`src/rtl/tcp_tx_arbiter.sv`:
```
// Arbitrates the shared TCP/IP frame writer between control and data segment requests.
// Optional frame statistics counters are built when TCP_TX_ARB_STATS_EN is defined.
module tcp_tx_arbiter #(
  parameter int unsigned IFG_CYC      = 12,
  parameter int unsigned TIMEOUT_CYC  = 65535,
  parameter int unsigned MAX_CTRL_RUN = 4
) (
  input  logic        clk,
  input  logic        rst_n,
  input  logic        ctrl_req_i,
  input  logic        data_req_i,
  input  logic        tx_done_i,
  output logic        ctrl_start_o,
  output logic        data_start_o,
  output logic        sel_data_o,
  output logic        busy_o,
  output logic        ctrl_pend_o,
  output logic        data_pend_o,
  output logic        timeout_o,
  output logic [15:0] ctrl_cnt_o,
  output logic [15:0] data_cnt_o
);

  localparam int unsigned WD_W    = (TIMEOUT_CYC > 1) ? $clog2(TIMEOUT_CYC) : 1;
  localparam int unsigned GAP_W   = (IFG_CYC > 1) ? $clog2(IFG_CYC) : 1;
  localparam int unsigned RUN_W   = (MAX_CTRL_RUN > 0) ? $clog2(MAX_CTRL_RUN + 1) : 1;
  localparam int unsigned WD_LAST  = (TIMEOUT_CYC > 1) ? (TIMEOUT_CYC - 2) : 0;
  localparam int unsigned GAP_LAST = (IFG_CYC > 0) ? (IFG_CYC - 1) : 0;

  localparam logic [1:0] S_IDLE  = 2'd0;
  localparam logic [1:0] S_GRANT = 2'd1;
  localparam logic [1:0] S_BUSY  = 2'd2;
  localparam logic [1:0] S_GAP   = 2'd3;

  logic [1:0]       state_q, state_d;
  logic             ctrl_pend_q, ctrl_pend_d;
  logic             data_pend_q, data_pend_d;
  logic             ctrl_start_q, ctrl_start_d;
  logic             data_start_q, data_start_d;
  logic             sel_q, sel_d;
  logic             busy_q, busy_d;
  logic             timeout_q, timeout_d;
  logic [WD_W-1:0]  wd_q, wd_d;
  logic [GAP_W-1:0] gap_q, gap_d;
  logic [RUN_W-1:0] run_q, run_d;
  logic             ctrl_eff_c, data_eff_c, pick_data_c;

  assign ctrl_eff_c  = ctrl_pend_q | ctrl_req_i;
  assign data_eff_c  = data_pend_q | data_req_i;
  // Data wins only when control is idle or has used up its run budget.
  assign pick_data_c = data_eff_c & (~ctrl_eff_c | (run_q == RUN_W'(MAX_CTRL_RUN)));

  always_comb begin
    state_d      = state_q;
    ctrl_pend_d  = ctrl_pend_q | ctrl_req_i;
    data_pend_d  = data_pend_q | data_req_i;
    ctrl_start_d = 1'b0;
    data_start_d = 1'b0;
    sel_d        = sel_q;
    timeout_d    = 1'b0;
    wd_d         = wd_q;
    gap_d        = gap_q;
    run_d        = run_q;
    case (state_q)
      S_IDLE: begin
        if (ctrl_eff_c | data_eff_c) begin
          state_d = S_GRANT;
          sel_d   = pick_data_c;
          if (pick_data_c) begin
            data_start_d = 1'b1;
            data_pend_d  = 1'b0;
            run_d        = '0;
          end else begin
            ctrl_start_d = 1'b1;
            ctrl_pend_d  = 1'b0;
            if (!data_eff_c) begin
              run_d = '0;
            end else if (run_q != RUN_W'(MAX_CTRL_RUN)) begin
              run_d = run_q + RUN_W'(1);
            end
          end
        end
      end
      S_GRANT: begin
        state_d = S_BUSY;
        wd_d    = '0;
      end
      S_BUSY: begin
        if (tx_done_i) begin
          wd_d    = '0;
          gap_d   = '0;
          state_d = (IFG_CYC == 0) ? S_IDLE : S_GAP;
        end else if (32'(wd_q) >= WD_LAST) begin
          wd_d      = '0;
          timeout_d = 1'b1;
          state_d   = S_IDLE;
        end else begin
          wd_d = wd_q + WD_W'(1);
        end
      end
      default: begin
        if (32'(gap_q) >= GAP_LAST) begin
          state_d = S_IDLE;
        end else begin
          gap_d = gap_q + GAP_W'(1);
        end
      end
    endcase
    busy_d = (state_d != S_IDLE);
  end

  always_ff @(posedge clk or negedge rst_n) begin
    if (!rst_n) begin
      state_q      <= S_IDLE;
      ctrl_pend_q  <= 1'b0;
      data_pend_q  <= 1'b0;
      ctrl_start_q <= 1'b0;
      data_start_q <= 1'b0;
      sel_q        <= 1'b0;
      busy_q       <= 1'b0;
      timeout_q    <= 1'b0;
      wd_q         <= '0;
      gap_q        <= '0;
      run_q        <= '0;
    end else begin
      state_q      <= state_d;
      ctrl_pend_q  <= ctrl_pend_d;
      data_pend_q  <= data_pend_d;
      ctrl_start_q <= ctrl_start_d;
      data_start_q <= data_start_d;
      sel_q        <= sel_d;
      busy_q       <= busy_d;
      timeout_q    <= timeout_d;
      wd_q         <= wd_d;
      gap_q        <= gap_d;
      run_q        <= run_d;
    end
  end

  assign ctrl_start_o = ctrl_start_q;
  assign data_start_o = data_start_q;
  assign sel_data_o   = sel_q;
  assign busy_o       = busy_q;
  assign ctrl_pend_o  = ctrl_pend_q;
  assign data_pend_o  = data_pend_q;
  assign timeout_o    = timeout_q;

`ifdef TCP_TX_ARB_STATS_EN
  logic [15:0] ctrl_cnt_q, data_cnt_q;

  // Counts advance on the grant edge, so they already include the frame in its GRANT cycle.
  always_ff @(posedge clk or negedge rst_n) begin
    if (!rst_n) begin
      ctrl_cnt_q <= '0;
      data_cnt_q <= '0;
    end else begin
      if (ctrl_start_d) ctrl_cnt_q <= ctrl_cnt_q + 16'd1;
      if (data_start_d) data_cnt_q <= data_cnt_q + 16'd1;
    end
  end

  assign ctrl_cnt_o = ctrl_cnt_q;
  assign data_cnt_o = data_cnt_q;
`else
  assign ctrl_cnt_o = 16'h0000;
  assign data_cnt_o = 16'h0000;
`endif

endmodule

```
`config.mk`:
```
export PLATFORM = sky130hd
export DESIGN_NAME = tcp_tx_arbiter
export DESIGN_NICKNAME = d
export VERILOG_FILES = /design/src/rtl/tcp_tx_arbiter.sv
export SDC_FILE = /design/constraint.sdc
export NUM_CORES = 1
export LEC_CHECK = 0
export CORE_ASPECT_RATIO = 0.6
export CORE_MARGIN = 2
export CORE_UTILIZATION = 40
export DETAILED_ROUTE_END_ITERATION = 12
export MAX_ROUTING_LAYER = met4
export PLACE_DENSITY = 0.68
export REMOVE_ABC_BUFFERS = 1
export SLEW_MARGIN = 20
export SYNTH_ARGS = -nofsm -noshare
export SYNTH_HDL_FRONTEND = slang
export SYNTH_SLANG_ARGS = --single-unit
```
`constraint.sdc`:
```
create_clock -name clk -period 1.8 [get_ports clk]
set_input_delay 0.36 -clock clk [delete_from_list [all_inputs] [get_ports clk]]
set_output_delay 0.36 -clock clk [all_outputs]
set_load 0.05 [all_outputs]
```
After elaboration in Yosys (flattened, before gate mapping):

Index checks and enable logic that the tools add are counted.

* register bits after elaboration: 32
* bits of input ports: 5

* add/subtract/negate cells: 3
* $lt $le $gt $ge: 2
* equality and inequality tests: 7
* mux-type cells: 29
* bitwise gates (word level): 7
* reductions and logical operators: 7

Operator list (count)
* 2-to-1 mux 16 bit: 2
* case mux 16 bit (2 select lines): 1
* adder 16 x 1 -> 16 bit (second input constant): 1
* >= comparator 16 bit (second input constant): 1
* 2-to-1 mux 1 bit: 15
* 2-to-1 mux 3 bit: 3
* 2-to-1 mux 2 bit: 4
* 2-to-1 mux 4 bit: 2
* case mux 4 bit (2 select lines): 1
* case mux 2 bit (3 select lines): 1
* AND reduction 3 bit: 2
* adder 4 x 1 -> 4 bit (second input constant): 1
* >= comparator 4 bit (second input constant): 1
* bitwise OR 1 bit: 4
* nonzero test 2 bit: 2
* adder 3 x 1 -> 3 bit (second input constant): 1
* == test 3 bit (second input constant): 1
* inequality test 3 x 1 -> 1 bit (second input constant): 1
* inequality test 3 bit (second input constant): 1
* == test 2 x 1 -> 1 bit (second input constant): 1
* == test 2 bit (second input constant): 1
* logical NOT 2 bit: 1
* inequality test 2 x 1 -> 1 bit (second input constant): 1
* inequality test 2 bit (second input constant): 1
* other kinds (4): 5

Longest topological paths before layout:

* word-level depth: 7
* depth in mapped cells: 7
* mapped depth without buffers: 6

Least setup slack after synthesis:

No wires, ideal clock.

* path kind: register to register
* start point: register state_q[0]
* end point: register wd_q[14]
* setup time: 82 ps
* arrival time: 1739 ps
* setup slack: -21 ps
* cell stages (with the launch flop): 7
* path buffers: 0
* cells stage by stage: dfrtp_1 -> inv_1 -> ha_1 -> nand3_1 -> or3_1 -> or3_1 -> a22oi_2

* cells in the longest elaborated chain, start to end: 2

RTL lines
* start: declaration: line 35 `logic [1:0] state_q, state_d;`
* start signal: assignment: line 126 `state_q <= state_d;`
* == test 2 bit / == test 2 x 1 -> 1 bit (equally long branches): line 64 `case (state_q)`
* case mux 16 bit (2 select lines) / nonzero test 2 bit (equally long branches)
* end signal: assignment: line 134 `wd_q <= wd_d;`
* end: declaration: line 43 `logic [WD_W-1:0] wd_q, wd_d;`

Parallel ways exist; a longest one is shown, timed or not.
A chain may end at the register's enable or synchronous reset.

Final worst setup path:

* start point: register state_q[1]
* end point: register wd_q[14]

The elaborated chain is that of the path after synthesis.

==> impl_metrics.tcl <==
set metrics [dict create \
    outcome "complete, no violations" \
    drtPass1Iterations 6 \
    fin_crit_ns 1.72 \
    cts_buffers 5 \
    drv_cap 0 \
    crit_path_start_kind "flip-flop" \
    tightest_slew_ns 0.491 \
    clockBufferDepth 2 \
    async_flop_share_pct 100 \
    yosysSeqAreaShare_pct 40.9 \
    dr.first_iter.drc_count 93 \
    ys_top_cells_by_count "buf_4, dfrtp_1, nand2_1, a21oi_1, o21ai_0" \
    hold_class "in2async" \
    dieArea_sq_um 5490 \
    m1WireLength_mm 2.19 \
    clkLatencyLatePin_ns 0.29 \
    die_w_um 94.3 \
    ys_seq_elements 32 \
    skew_ns 0.00604 \
    grt_max_degree 33 \
    cts_root_buf "clkbuf_8" \
    synthFlopType "dfrtp_1" \
    setup_viol 0 \
    cp_top_family "simple AND/OR/NAND/NOR gates" \
    crit_path_top_delay_cell "or3_1" \
    p_per_area_nw_per_um2 1490 \
    yosys.cell_count.top_type "buf_4" \
    synth.avg_cell_area_sq_um 9.32 \
    htree_levels 2 \
    routedWlPerCell_um 12.5 \
    path_buf_inv 1 \
    synth_edf_count 0 \
    postLayoutCellArea_sq_um 2260 \
    p_leak_nw 1.01 \
    path_cells "inv_1 > ha_4 > nand3_1 > or3_1 > or3_1 > a22oi_2" \
    drc_errors 0 \
    grt_pass1_vias 1297 \
    fp.dieH_um 58.2 \
    synth_cells 210 \
    post-route-period-util_pct 95.5 \
    ir_drop_mv 0.876 \
    placed_cell_area_sq_um 2140 \
    io-pin-count 44 \
    nNetsFinal 258 \
    max_stage_delay_ns 0.36 \
    synth_cell_types 41 \
    worst-path-max-fanout 7 \
    start_util_pct 42.2 \
    cts_tree "done" \
    clk_pin_slew_ns 0.07 \
    dr_wl_met2_mm 1.46 \
    worst_slew_margin_rel_pct 66.9 \
    route.vias.total 1456 \
    drv_slew 0 \
    viasPerCell 4.74 \
    fmax_mhz 582 \
    worstSetupPathType "reg2reg" \
    cts_sinks 32 \
    wirelength_mm 3.84 \
    drive_above_1_share_pct 18.0 \
    antenna_found_initial 0 \
    finalCoreUtilization_pct 48.7 \
    rsz0062_at_grt "yes" \
    area.growth.synth_to_final_pct 15.3 \
    coreArea_sq_um 4640 \
    dr_wl_met3_um 155 \
    place.gp.congestion 0.828 \
    required_ns 2.02 \
    arrival_ns 1.93 \
    diodes 0 \
    crit_path_end_kind "flip-flop" \
    highest_layer "met4" \
    synth.largest_area_cell "dfrtp_1" \
    ant_nets 0 \
    yosysWarnings 0 \
    synth_area_sq_um 1960 \
    grt_use_total_pct 15.8 \
    hold_viol 0 \
    portBuffers 11 \
    num_rows 19 \
    dp_cells 299 \
    synth_top_area_share_pct 40.9 \
    netlist_top_cells_area "dfrtp_1, buf_4, ha_1" \
    finalNonFillerCells 307 \
    crit_top_cell "or3_1" \
    grt_pass1_wl_mm 6.35 \
    grt_overflow 0 \
    hpwl_mm 2.77 \
]
[routing by layer]
| metal | GRT usage, % | vias up |
|---|---|---|
| met1 | 24.6 | 700 |
| met2 | 18.9 | 23 |
| li1 | - | 730 |
| met5 | - | - |
| met4 | 6.21 | 0 |
| met3 | 4.03 | 3 |
[registers in the layout, summed over array words and instances, names as in the netlist]
signal	flops
sel_data_o	1
timeout_o	1
state_q	2
gap_q	4
busy_o	1
run_q	3
data_start_o	1
ctrl_start_o	1
ctrl_pend_o	1
data_pend_o	1
wd_q	16
[timing repair]
action / in CTS / in global routing
buffers inserted: 0 / 0
hold buffers: 0 / 0
resized for setup: 1 / 3
endpoints found under the setup margin: 1 / 16
[worst paths after layout]
check,from,to,slack [ns],cells past startpoint
max in group asynchronous,rst_n,wd_q[0],1.00,2
min reg2reg,sel_data_o,sel_data_o,0.50,1
max,state_q[1],wd_q[14],0.08,6
min,rst_n,gap_q[0],0.48,2
max reg2reg,state_q[1],wd_q[14],0.08,6
min in group clk,sel_data_o,sel_data_o,0.50,1
[cells in the final DEF (no fill, tap or decap), types with 2 or more instances in the layout]
| cell | Yosys | routed |
|---|---|---|
| nand2_1 | 21 | 21 |
| o31ai_1 | 2 | 2 |
| conb_1 | 1 | 32 |
| o211ai_1 | 3 | 3 |
| a31oi_1 | 2 | 2 |
| a21oi_1 | 17 | 17 |
| inv_1 | 10 | 10 |
| clkbuf_8 | 0 | 6 |
| xnor2_1 | 9 | 9 |
| o21ai_0 | 12 | 12 |
| dfrtp_1 | 32 | 31 |
| nand4_1 | 5 | 5 |
| nand3_1 | 2 | 2 |
| or3_1 | 2 | 2 |
| nor2_1 | 9 | 9 |
| nand2b_1 | 3 | 3 |
| clkbuf_1 | 3 | 2 |
| ha_1 | 10 | 8 |
| nor3_1 | 3 | 3 |
| xor2_1 | 4 | 4 |
| buf_4 | 33 | 27 |
| clkdlybuf4s50_1 | 0 | 4 |
| nor4_1 | 6 | 5 |
| o22ai_1 | 2 | 2 |
[worst reg2reg max path, stage by stage (launching register included)]
cell and delay [ns]:
dfrtp_1 0.35, inv_1 0.08, ha_4 0.30, nand3_1 0.09, or3_1 0.32, or3_1 0.36
a22oi_2 0.14
[layout make-up]
type | instances | area [sq um]
tap | 63 | 78.8
inverter | 10 | 37.5
timing repair buffer | 32 | 263
fill | 442 | 2380
clock buffer | 8 | 90.1
sequential | 32 | 802
multi-input combinational | 162 | 986
[cells by family after synthesis]
group,after synthesis,share of synthesized area (%)
buffers and inverters,47,15.7
xor gates and xnor gates,13,5.82
and+or+nand+nor,58,14.8
adders and majority gates,10,6.39
other,1,0.192
AOI/OAI and AO/OA,48,15.7
DFF,32,40.9
muxes,1,0.512
[stage by stage]
step	hold slack, ns	setup WS [ns]	setup TNS (ns)	power, mW
finish	0.478	0.0812	0	3.36
global route	0.512	-0.0172	-0.0172	3.61
CTS	0.494	0.0725	0	3.36
detailed placement	0.485	0.00661	0	2.71
global placement	0.469	0.0529	0	2.69
floorplan	0.0644	-0.367	-1.30	2.14
[report_power, final]
part / switching [mW] / internal, mW
Sequential: 0.135 / 0.888
Combinational: 1.10 / 0.652
Clock: 0.275 / 0.312
(Power assumes the default switching activity.)
